**src/rtl/vga_timing_monitor.sv**
```systemverilog
// Receive-side VGA timing monitor: measures line/frame timing, active pixel count and checksum, declares lock.
// Optional define VGA_TIMING_MONITOR_CLEAR_EN enables a software clear of error_count/frame_count via address 0.
module vga_timing_monitor #(
  parameter int unsigned EXP_HTOTAL = 800,
  parameter int unsigned EXP_VTOTAL = 525,
  parameter int unsigned EXP_ACTIVE = 307200,
  parameter int unsigned TIMEOUT    = 1024
) (
  input  logic        clk,
  input  logic        reset,
  input  logic        vga_clk,
  input  logic        vga_hs,
  input  logic        vga_vs,
  input  logic        vga_blank_n,
  input  logic [7:0]  vga_r,
  input  logic [7:0]  vga_g,
  input  logic [7:0]  vga_b,
  input  logic        chipselect,
  input  logic        read,
  input  logic        write,
  input  logic [2:0]  address,
  input  logic [31:0] writedata,
  output logic [31:0] readdata,
  output logic        locked,
  output logic        frame_pulse
);

  typedef enum logic [1:0] {HUNT = 2'd0, MEASURE = 2'd1, LOCKED = 2'd2} state_t;

  localparam int unsigned IW = $clog2(TIMEOUT + 1);

  function automatic logic [15:0] sat_inc16(input logic [15:0] v);
    return (v == '1) ? v : v + 16'd1;
  endfunction

  logic        clk_q, clk_qq, hs_q, hs_qq, vs_q, vs_qq, blank_q;
  logic [23:0] rgb_q;
  logic        strobe, hs_fall, hs_rise, vs_fall, act_step;

  logic [15:0] pix_cnt, line_len, hs_cnt, hs_width, line_cnt, frame_lines;
  logic [15:0] line_len_n, lines_n;
  logic [31:0] active_cnt, active_lat, checksum, checksum_lat;
  logic [31:0] frame_count;
  logic [15:0] error_count;
  logic [IW-1:0] idle_cnt;
  logic        timeout, frame_match, err_inc, fc_inc, clear_req;
  state_t      state, state_n;
  logic [31:0] rd_mux;

  always_ff @(posedge clk or posedge reset) begin
    if (reset) begin
      clk_q   <= 1'b0;
      clk_qq  <= 1'b0;
      hs_q    <= 1'b0;
      hs_qq   <= 1'b0;
      vs_q    <= 1'b0;
      vs_qq   <= 1'b0;
      blank_q <= 1'b0;
      rgb_q   <= '0;
    end else begin
      clk_q   <= vga_clk;
      clk_qq  <= clk_q;
      hs_q    <= vga_hs;
      hs_qq   <= hs_q;
      vs_q    <= vga_vs;
      vs_qq   <= vs_q;
      blank_q <= vga_blank_n;
      rgb_q   <= {vga_r, vga_g, vga_b};
    end
  end

  assign strobe   = clk_q & ~clk_qq;
  assign hs_fall  = hs_qq & ~hs_q;
  assign hs_rise  = ~hs_qq & hs_q;
  assign vs_fall  = vs_qq & ~vs_q;
  assign act_step = strobe & blank_q;

  // Lock decision uses the values that this vs_fall is about to latch.
  assign line_len_n  = hs_fall ? pix_cnt : line_len;
  assign lines_n     = hs_fall ? sat_inc16(line_cnt) : line_cnt;
  assign frame_match = (line_len_n == 16'(EXP_HTOTAL)) &&
                       (lines_n == 16'(EXP_VTOTAL)) &&
                       (active_cnt == 32'(EXP_ACTIVE));

  assign timeout = ~strobe && (idle_cnt == IW'(TIMEOUT - 1));

`ifdef VGA_TIMING_MONITOR_CLEAR_EN
  assign clear_req = chipselect && write && (address == 3'd0) && writedata[0];
  logic unused_wr;
  assign unused_wr = ^writedata[31:1];
`else
  assign clear_req = 1'b0;
  logic unused_wr;
  assign unused_wr = ^{write, writedata};
`endif

  always_ff @(posedge clk or posedge reset) begin
    if (reset) begin
      pix_cnt      <= '0;
      line_len     <= '0;
      hs_cnt       <= '0;
      hs_width     <= '0;
      line_cnt     <= '0;
      frame_lines  <= '0;
      active_cnt   <= '0;
      active_lat   <= '0;
      checksum     <= '0;
      checksum_lat <= '0;
      idle_cnt     <= '0;
      frame_pulse  <= 1'b0;
    end else begin
      if (hs_fall) begin
        line_len <= pix_cnt;
        pix_cnt  <= {15'b0, strobe};
      end else if (strobe) begin
        pix_cnt <= sat_inc16(pix_cnt);
      end

      if (hs_fall)
        hs_cnt <= {15'b0, strobe};
      else if (strobe && !hs_q)
        hs_cnt <= sat_inc16(hs_cnt);
      if (hs_rise)
        hs_width <= hs_cnt;

      if (vs_fall) begin
        frame_lines  <= lines_n;
        line_cnt     <= '0;
        active_lat   <= active_cnt;
        active_cnt   <= {31'b0, act_step};
        checksum_lat <= checksum;
        checksum     <= act_step ? {8'b0, rgb_q} : '0;
      end else begin
        line_cnt <= lines_n;
        if (act_step) begin
          if (active_cnt != '1)
            active_cnt <= active_cnt + 32'd1;
          checksum <= checksum + {8'b0, rgb_q};
        end
      end

      if (strobe || timeout)
        idle_cnt <= '0;
      else
        idle_cnt <= idle_cnt + 1'b1;

      frame_pulse <= vs_fall;
    end
  end

  always_comb begin
    state_n = state;
    err_inc = 1'b0;
    fc_inc  = vs_fall && (state != HUNT);
    if (timeout) begin
      state_n = HUNT;
    end else if (vs_fall) begin
      case (state)
        HUNT:    state_n = MEASURE;
        MEASURE: if (frame_match) state_n = LOCKED;
        LOCKED:  if (!frame_match) begin
                   state_n = MEASURE;
                   err_inc = 1'b1;
                 end
        default: state_n = HUNT;
      endcase
    end
  end

  always_ff @(posedge clk or posedge reset) begin
    if (reset) begin
      state       <= HUNT;
      locked      <= 1'b0;
      error_count <= '0;
      frame_count <= '0;
    end else begin
      state  <= state_n;
      locked <= (state_n == LOCKED);
      if (clear_req)
        error_count <= '0;
      else if (err_inc && error_count != '1)
        error_count <= error_count + 16'd1;
      if (clear_req)
        frame_count <= '0;
      else if (fc_inc)
        frame_count <= frame_count + 32'd1;
    end
  end

  always_comb begin
    rd_mux = '0;
    case (address)
      3'd0: rd_mux = {error_count, 13'b0, locked, state};
      3'd1: rd_mux = {line_len, hs_width};
      3'd2: rd_mux = {16'b0, frame_lines};
      3'd3: rd_mux = active_lat;
      3'd4: rd_mux = checksum_lat;
      3'd5: rd_mux = frame_count;
      default: rd_mux = '0;
    endcase
  end

  always_ff @(posedge clk or posedge reset) begin
    if (reset)
      readdata <= '0;
    else if (chipselect && read)
      readdata <= rd_mux;
  end

endmodule

```
**config.mk**
```make
export PLATFORM = sky130hd
export DESIGN_NAME = vga_timing_monitor
export DESIGN_NICKNAME = d
export VERILOG_FILES = /design/src/rtl/vga_timing_monitor.sv
export SDC_FILE = /design/constraint.sdc
export NUM_CORES = 1
export LEC_CHECK = 0
export ABC_AREA = 1
export CAP_MARGIN = 20
export CORE_ASPECT_RATIO = 1.1
export CORE_UTILIZATION = 50
export CTS_CLUSTER_DIAMETER = 50
export DETAILED_ROUTE_END_ITERATION = 10
export PLACE_DENSITY_LB_ADDON = 0.1
export REMOVE_ABC_BUFFERS = 1
export SLEW_MARGIN = 20
export SYNTH_ARGS = -nofsm -noshare
export SYNTH_HDL_FRONTEND = slang
export SYNTH_SLANG_ARGS = --single-unit
export TNS_END_PERCENT = 30
```
**constraint.sdc**
```tcl
create_clock -name clk -period 14.9 [get_ports clk]
set_input_delay 2.98 -clock clk [delete_from_list [all_inputs] [get_ports clk]]
set_output_delay 2.98 -clock clk [all_outputs]
set_load 0.05 [all_outputs]
```
== Word-level counts from Yosys, hierarchy flattened ==
Index checks and enable logic that the tools add are counted.

* Equality and inequality tests: 19
* Add/subtract/negate cells: 8
* Multiplexer cells: 27
* Bitwise gates (word level): 10
* Reduce and logical (&&, ||, !) cells: 19

{| class="wikitable"
|+ Operators by type and width
! kind !! number
|-
| one-hot mux 32 bit (6 select lines) || 1
|-
| two-way mux 16 bit || 10
|-
| two-way mux 32 bit || 5
|-
| adder 16 x 1 -> 16 bit (second input constant) || 4
|-
| adder 32 x 1 -> 32 bit (second input constant) || 2
|-
| equality test 16 bit (second input constant) || 3
|-
| adder 32 x 24 -> 32 bit || 1
|-
| equality test 16 x 10 -> 1 bit (second input constant) || 2
|-
| equality test 32 x 19 -> 1 bit (second input constant) || 1
|-
| != test 32 bit (second input constant) || 1
|-
| two-way mux 24 bit || 1
|-
| != test 16 bit (second input constant) || 1
|-
| adder 11 x 1 -> 11 bit (second input constant) || 1
|-
| equality test 11 x 10 -> 1 bit (second input constant) || 1
|-
| two-way mux 11 bit || 1
|-
| nonzero test 2 bit || 5
|-
| two-way mux 2 bit || 4
|-
| logical AND 1 bit || 7
|-
| equality test 3 x 2 -> 1 bit (second input constant) || 2
|-
| equality test 3 bit (second input constant) || 2
|-
| one-hot mux 2 bit (3 select lines) || 1
|-
| AND reduction 2 bit || 3
|-
| bitwise AND 1 bit || 5
|-
| NOT 1 bit || 5
|-
| other kinds (9) || 14
|}

* Output and inout bits: 34
* Logic and storage cells: 108
* Bits in registers: 350

== Logic depth before layout (Yosys ltp) ==
* Depth after elaboration: 11
* Mapped depth: 18

== Worst setup path after synthesis ==
Ideal clock, no wire load.

* Path kind: input port to flip-flop
* Start point: input port address[0]
* End point: register readdata[0]
* Path slack: 10549 ps
* Library setup time: 65 ps
* Cell stages on the path: 8
* Required time: 14835 ps
* Arrival: 4286 ps
* Buffers on the path: 2
* Cells stage by stage: nor2_1 nand2_1 inv_1 clkbuf_1 buf_1 nand2_1 a31oi_1 a21o_1

* Cells in the longest elaborated chain, start to end: 2
* Elaborated cells between the ends (all ways): 7

{| class="wikitable"
|+ RTL lines
! element !! RTL line !! text
|-
| from (decl) || 21 || <nowiki>input logic [2:0] address,</nowiki>
|-
| equality test 3 bit (tied with other cells) || 192 || <nowiki>case (address)</nowiki>
|-
| one-hot mux 32 bit (6 select lines) * || 192 ||
|-
| to (signal assigned) || 207 || <nowiki>readdata <= rd_mux;</nowiki>
|-
| to (decl) || 23 || <nowiki>output logic [31:0] readdata,</nowiki>
|}

Every way passes the cells marked *; elsewhere a longest branch is shown, timed or not.
A chain may end at the register's enable or synchronous reset.

== Final worst setup path ==
* Start point: input port address[2]
* End point: register readdata[9]

The elaborated chain is that of the path after synthesis.

==> parameters.txt <==
Parameter                              Value

Global routing
  Initial antenna violation count    0
  Global-route usage over all layers    26.7%
  Wire length of the first global-routing pass    76.3 mm
  Number of global-route vias before repair    14,300
  Pin count of the biggest net entering global routing    142
  Sum of overflow across all layers after global routing    0

Timing
  Post-route worst setup slack    9.51 ns
  Slew Limit Fails    0
  RSZ-0062 raised after global routing    no
  Tmin final    5.39 ns
  Total negative slack for setup checks    0 ns
  Max-slew headroom at the worst pin    28.0%
  Final Hold Violating Endpoints    0
  Clock skew    0.0204 ns
  Number of endpoints failing setup at the final stage    0
  Actual slew at the worst max-slew pin    1.08 ns
  Peak Freq    185 MHz
  Tcrit/Tclk final    36.2%

Die
  Core area    35,100 um^2
  Starting Density    50.7%
  Die Y-Extent    200 um
  Row count    72
  Die width    182 um
  Area enclosed by the die boundary    36,400 um^2
  Count of boundary I/O pins    102

Critical path
  WS Path Type    primary input to flip-flop
  R2R Setup Slk    11.03 ns
  Data required time at the worst endpoint    15.38 ns
  Kind of end point of the critical path    flip-flop
  Biggest fanout along the worst timing path    24
  Sort of element at the start of the critical path    primary input
  Worst endpoint data arrival time    5.87 ns

Synthesis
  Yosys synthesis warning count    0
  Avg Cell Area, Syn    7.94 um^2
  Sequential-to-total area share from yosys stat    49.2%
  Cells after synthesis    2,244
  Top_reg_cell synth    sky130_fd_sc_hd__dfrtp_1
  Cell type with the highest aggregate area in the netlist    sky130_fd_sc_hd__dfrtp_1
  Number of distinct library cell variants in the gate-level netlist after synthesis    55
  Flip-flop and latch count after synthesis    350
  Share of Yosys cell area claimed by the top area cell type    49.2%
  Async set-or-reset flop fraction in the synthesized netlist    100%
  Post-synth design cell area    17,800 um^2
  Count of flip-flops with a built-in enable after synthesis    0
  Cell types with the largest area share after synthesis    sky130_fd_sc_hd__dfrtp_1 (49%), sky130_fd_sc_hd__nand2_1 (12%), sky130_fd_sc_hd__inv_1 (5.8%)

Route
  Average wire length per cell after detail routing    17.0 um
  Drc violations    0
  ANT nets after route    0
  First-pass iteration count of the detailed router    5
  Total Wirelength    47.0 mm
  Routed via count    15,100
  Vias per std cell    5.45
  Iteration-0 DRC count of the detailed router    1,184

Clocking
  Deepest clock path buffer count    3
  Deepest level of the CTS H-tree    2
  Clock edge transition at the registers on the reported setup and hold paths    0.06 ns
  Clock tree from TritonCTS    yes
  Clock buffer count from CTS    42
  CTS sink count    350
  Buffers inserted by post-CTS timing repair    0
  Clock latency on the worst-skew pair    0.55 ns
  Root cell of the clock tree    sky130_fd_sc_hd__clkbuf_16
  Post-cts resize count    0
  CTS Hold Bufs    0

Cells and area
  Post-route insts no fill    2,771
  Ant. Diodes    0
  Ratio of cells with drive above 1 in the final layout    4.64%
  Syn-to-layout area delta    13.6%
  Count of filler cells inserted in the layout    3,239
  Final nets    2,400

Power
  Combinational share of power    12.9%
  PnR Total Power    2.39 mW
  Switching Power    652 uW
  Switch share    27.3%
  Cell Pwr Density    118 nW/um^2
  Clock group share of total power    43.1%
  Portion of total power attributed to sequential cells    44.0%
  Static power due to leakage    9.46 nW
  Highest ir drop seen on vdd    98.8 uV
  Internal cell power    1.73 mW

Placed design
  PortBufs    68
  Total instance count after detailed placement    2,699
  DP Wirelength    33.9 mm
  Gpl congestion    0.976
  Worst setup slack before clock tree synthesis    8.97 ns

Outcome
  Outcome    complete, no violations

Flow run
  Max-Cap Viols    0

Min path
  Path type of the worst min-delay path    flip-flop to flip-flop
-- registers in the layout (all words and copies together), names as in the netlist, 2 cells and up --
signal	count
error_count	16
pix_cnt	16
frame_count	32
line_cnt	16
checksum	32
frame_lines	16
hs_cnt	16
readdata	32
idle_cnt	11
hs_width	16
line_len	16
active_cnt	32
state	2
rgb_q	24
active_lat	32
checksum_lat	32
-- power by group through the flow --
| stage | sequential (mW) | combinational, mW | clock, mW |
|---|---|---|---|
| final | 1.05 | 0.308 | 1.03 |
| after detailed placement | 1.07 | 0.306 | 0 |
| after CTS | 1.05 | 0.308 | 1.05 |
| after floorplan | 1.07 | 0.199 | 0 |
| after global routing | 1.06 | 0.346 | 1.09 |
| after global placement | 1.06 | 0.301 | 0 |
-- per-stage QoR --
step | hold WS (ns) | utilization [%] | cell area, um^2
floorplan | 0.354 | - | 17500
global placement | 0.358 | 53.7 | 18900
detailed placement | 0.361 | 53.7 | 18900
CTS | 0.368 | 57.6 | 20200
global route | 0.381 | 57.6 | 20200
finish | 0.362 | 57.6 | 20200
-- metal layers --
metal	global-route usage (%)	up-vias	wire, um
li1	-	7494	-
met1	37.3	7144	21600
met2	43.7	388	21900
met3	3.08	84	2170
met4	8.59	0	1360
met5	0	-	0
-- path summary, 6_finish.rpt --
check                           startpoint  depth (start not counted)             to
worst min register to register        vs_q                          0          vs_qq
worst max-delay path            address[2]                          8    readdata[9]
worst max register to register       clk_q                         11  active_cnt[9]
max in group asynchronous            reset                          3    line_len[2]
min in group asynchronous            reset                          2    frame_pulse
worst min-delay path                  vs_q                          0          vs_qq
-- logic make-up after synthesis --
family	Yosys count	synth area share (%)
and+or+nand+nor	1020	24.0
DFF	350	49.2
muxes	4	0.253
adders and majority gates	33	2.36
AOI/OAI and AO/OA	426	13.5
buffers and inverters	349	7.65
xor gates and xnor gates	62	3.05
-- final cells by class --
| cell class | count | area, um^2 | share of cell area [%] |
|---|---|---|---|
| Tap cell | 444 | 556 | 2.75 |
| Sequential cell | 350 | 8760 | 43.3 |
| Inverter | 282 | 1070 | 5.28 |
| Timing Repair Buffer | 78 | 756 | 3.74 |
| Clock buffer | 58 | 1190 | 5.89 |
| Clock inverter | 14 | 185 | 0.915 |
| Multi-Input combinational cell | 1545 | 7720 | 38.1 |
-- cell usage in the layout, fill, tap and decap left out, types with 11 or more instances in the layout --
cell type                         netlist  layout
sky130_fd_sc_hd__nand4_1               39      39
sky130_fd_sc_hd__nand2_1              562     560
sky130_fd_sc_hd__a221oi_1              17      17
sky130_fd_sc_hd__ha_1                  32      32
sky130_fd_sc_hd__xor2_1                58      58
sky130_fd_sc_hd__nor4_1                12      12
sky130_fd_sc_hd__a21oi_1              102     102
sky130_fd_sc_hd__nor2_1               209     209
sky130_fd_sc_hd__clkdlybuf4s50_1        0      68
sky130_fd_sc_hd__o21ai_1               11      11
sky130_fd_sc_hd__clkbuf_16              0      43
sky130_fd_sc_hd__nand3_1              104     104
sky130_fd_sc_hd__o22ai_1               23      23
sky130_fd_sc_hd__o21ai_0              206     206
sky130_fd_sc_hd__dfrtp_1              350     350
sky130_fd_sc_hd__nor3_1                65      63
sky130_fd_sc_hd__inv_1                275     274
sky130_fd_sc_hd__a21o_1                12      12
-- cell usage after synthesis, types with 11 or more instances --
cell type / n
sky130_fd_sc_hd__nand2_1: 562
sky130_fd_sc_hd__inv_1: 275
sky130_fd_sc_hd__nor4_1: 12
sky130_fd_sc_hd__xor2_1: 58
sky130_fd_sc_hd__nand3_1: 104
sky130_fd_sc_hd__o21ai_0: 206
sky130_fd_sc_hd__ha_1: 32
sky130_fd_sc_hd__o21ai_1: 11
sky130_fd_sc_hd__a221oi_1: 17
sky130_fd_sc_hd__a21oi_1: 102
sky130_fd_sc_hd__clkbuf_1: 51
sky130_fd_sc_hd__nand4_1: 39
sky130_fd_sc_hd__nor2_1: 209
sky130_fd_sc_hd__dfrtp_1: 350
sky130_fd_sc_hd__o22ai_1: 23
sky130_fd_sc_hd__nor3_1: 65
sky130_fd_sc_hd__a21o_1: 12
-- critical path: stages --
cell and delay (ns):
sky130_fd_sc_hd__clkdlybuf4s50_1 0.64, sky130_fd_sc_hd__inv_1 0.11, sky130_fd_sc_hd__nor3_2 0.72, sky130_fd_sc_hd__inv_1 0.65, sky130_fd_sc_hd__o21ai_0 0.32, sky130_fd_sc_hd__a221oi_1 0.07, sky130_fd_sc_hd__a21oi_1 0.24, sky130_fd_sc_hd__a21o_1 0.13
(Power assumes the default switching activity.)
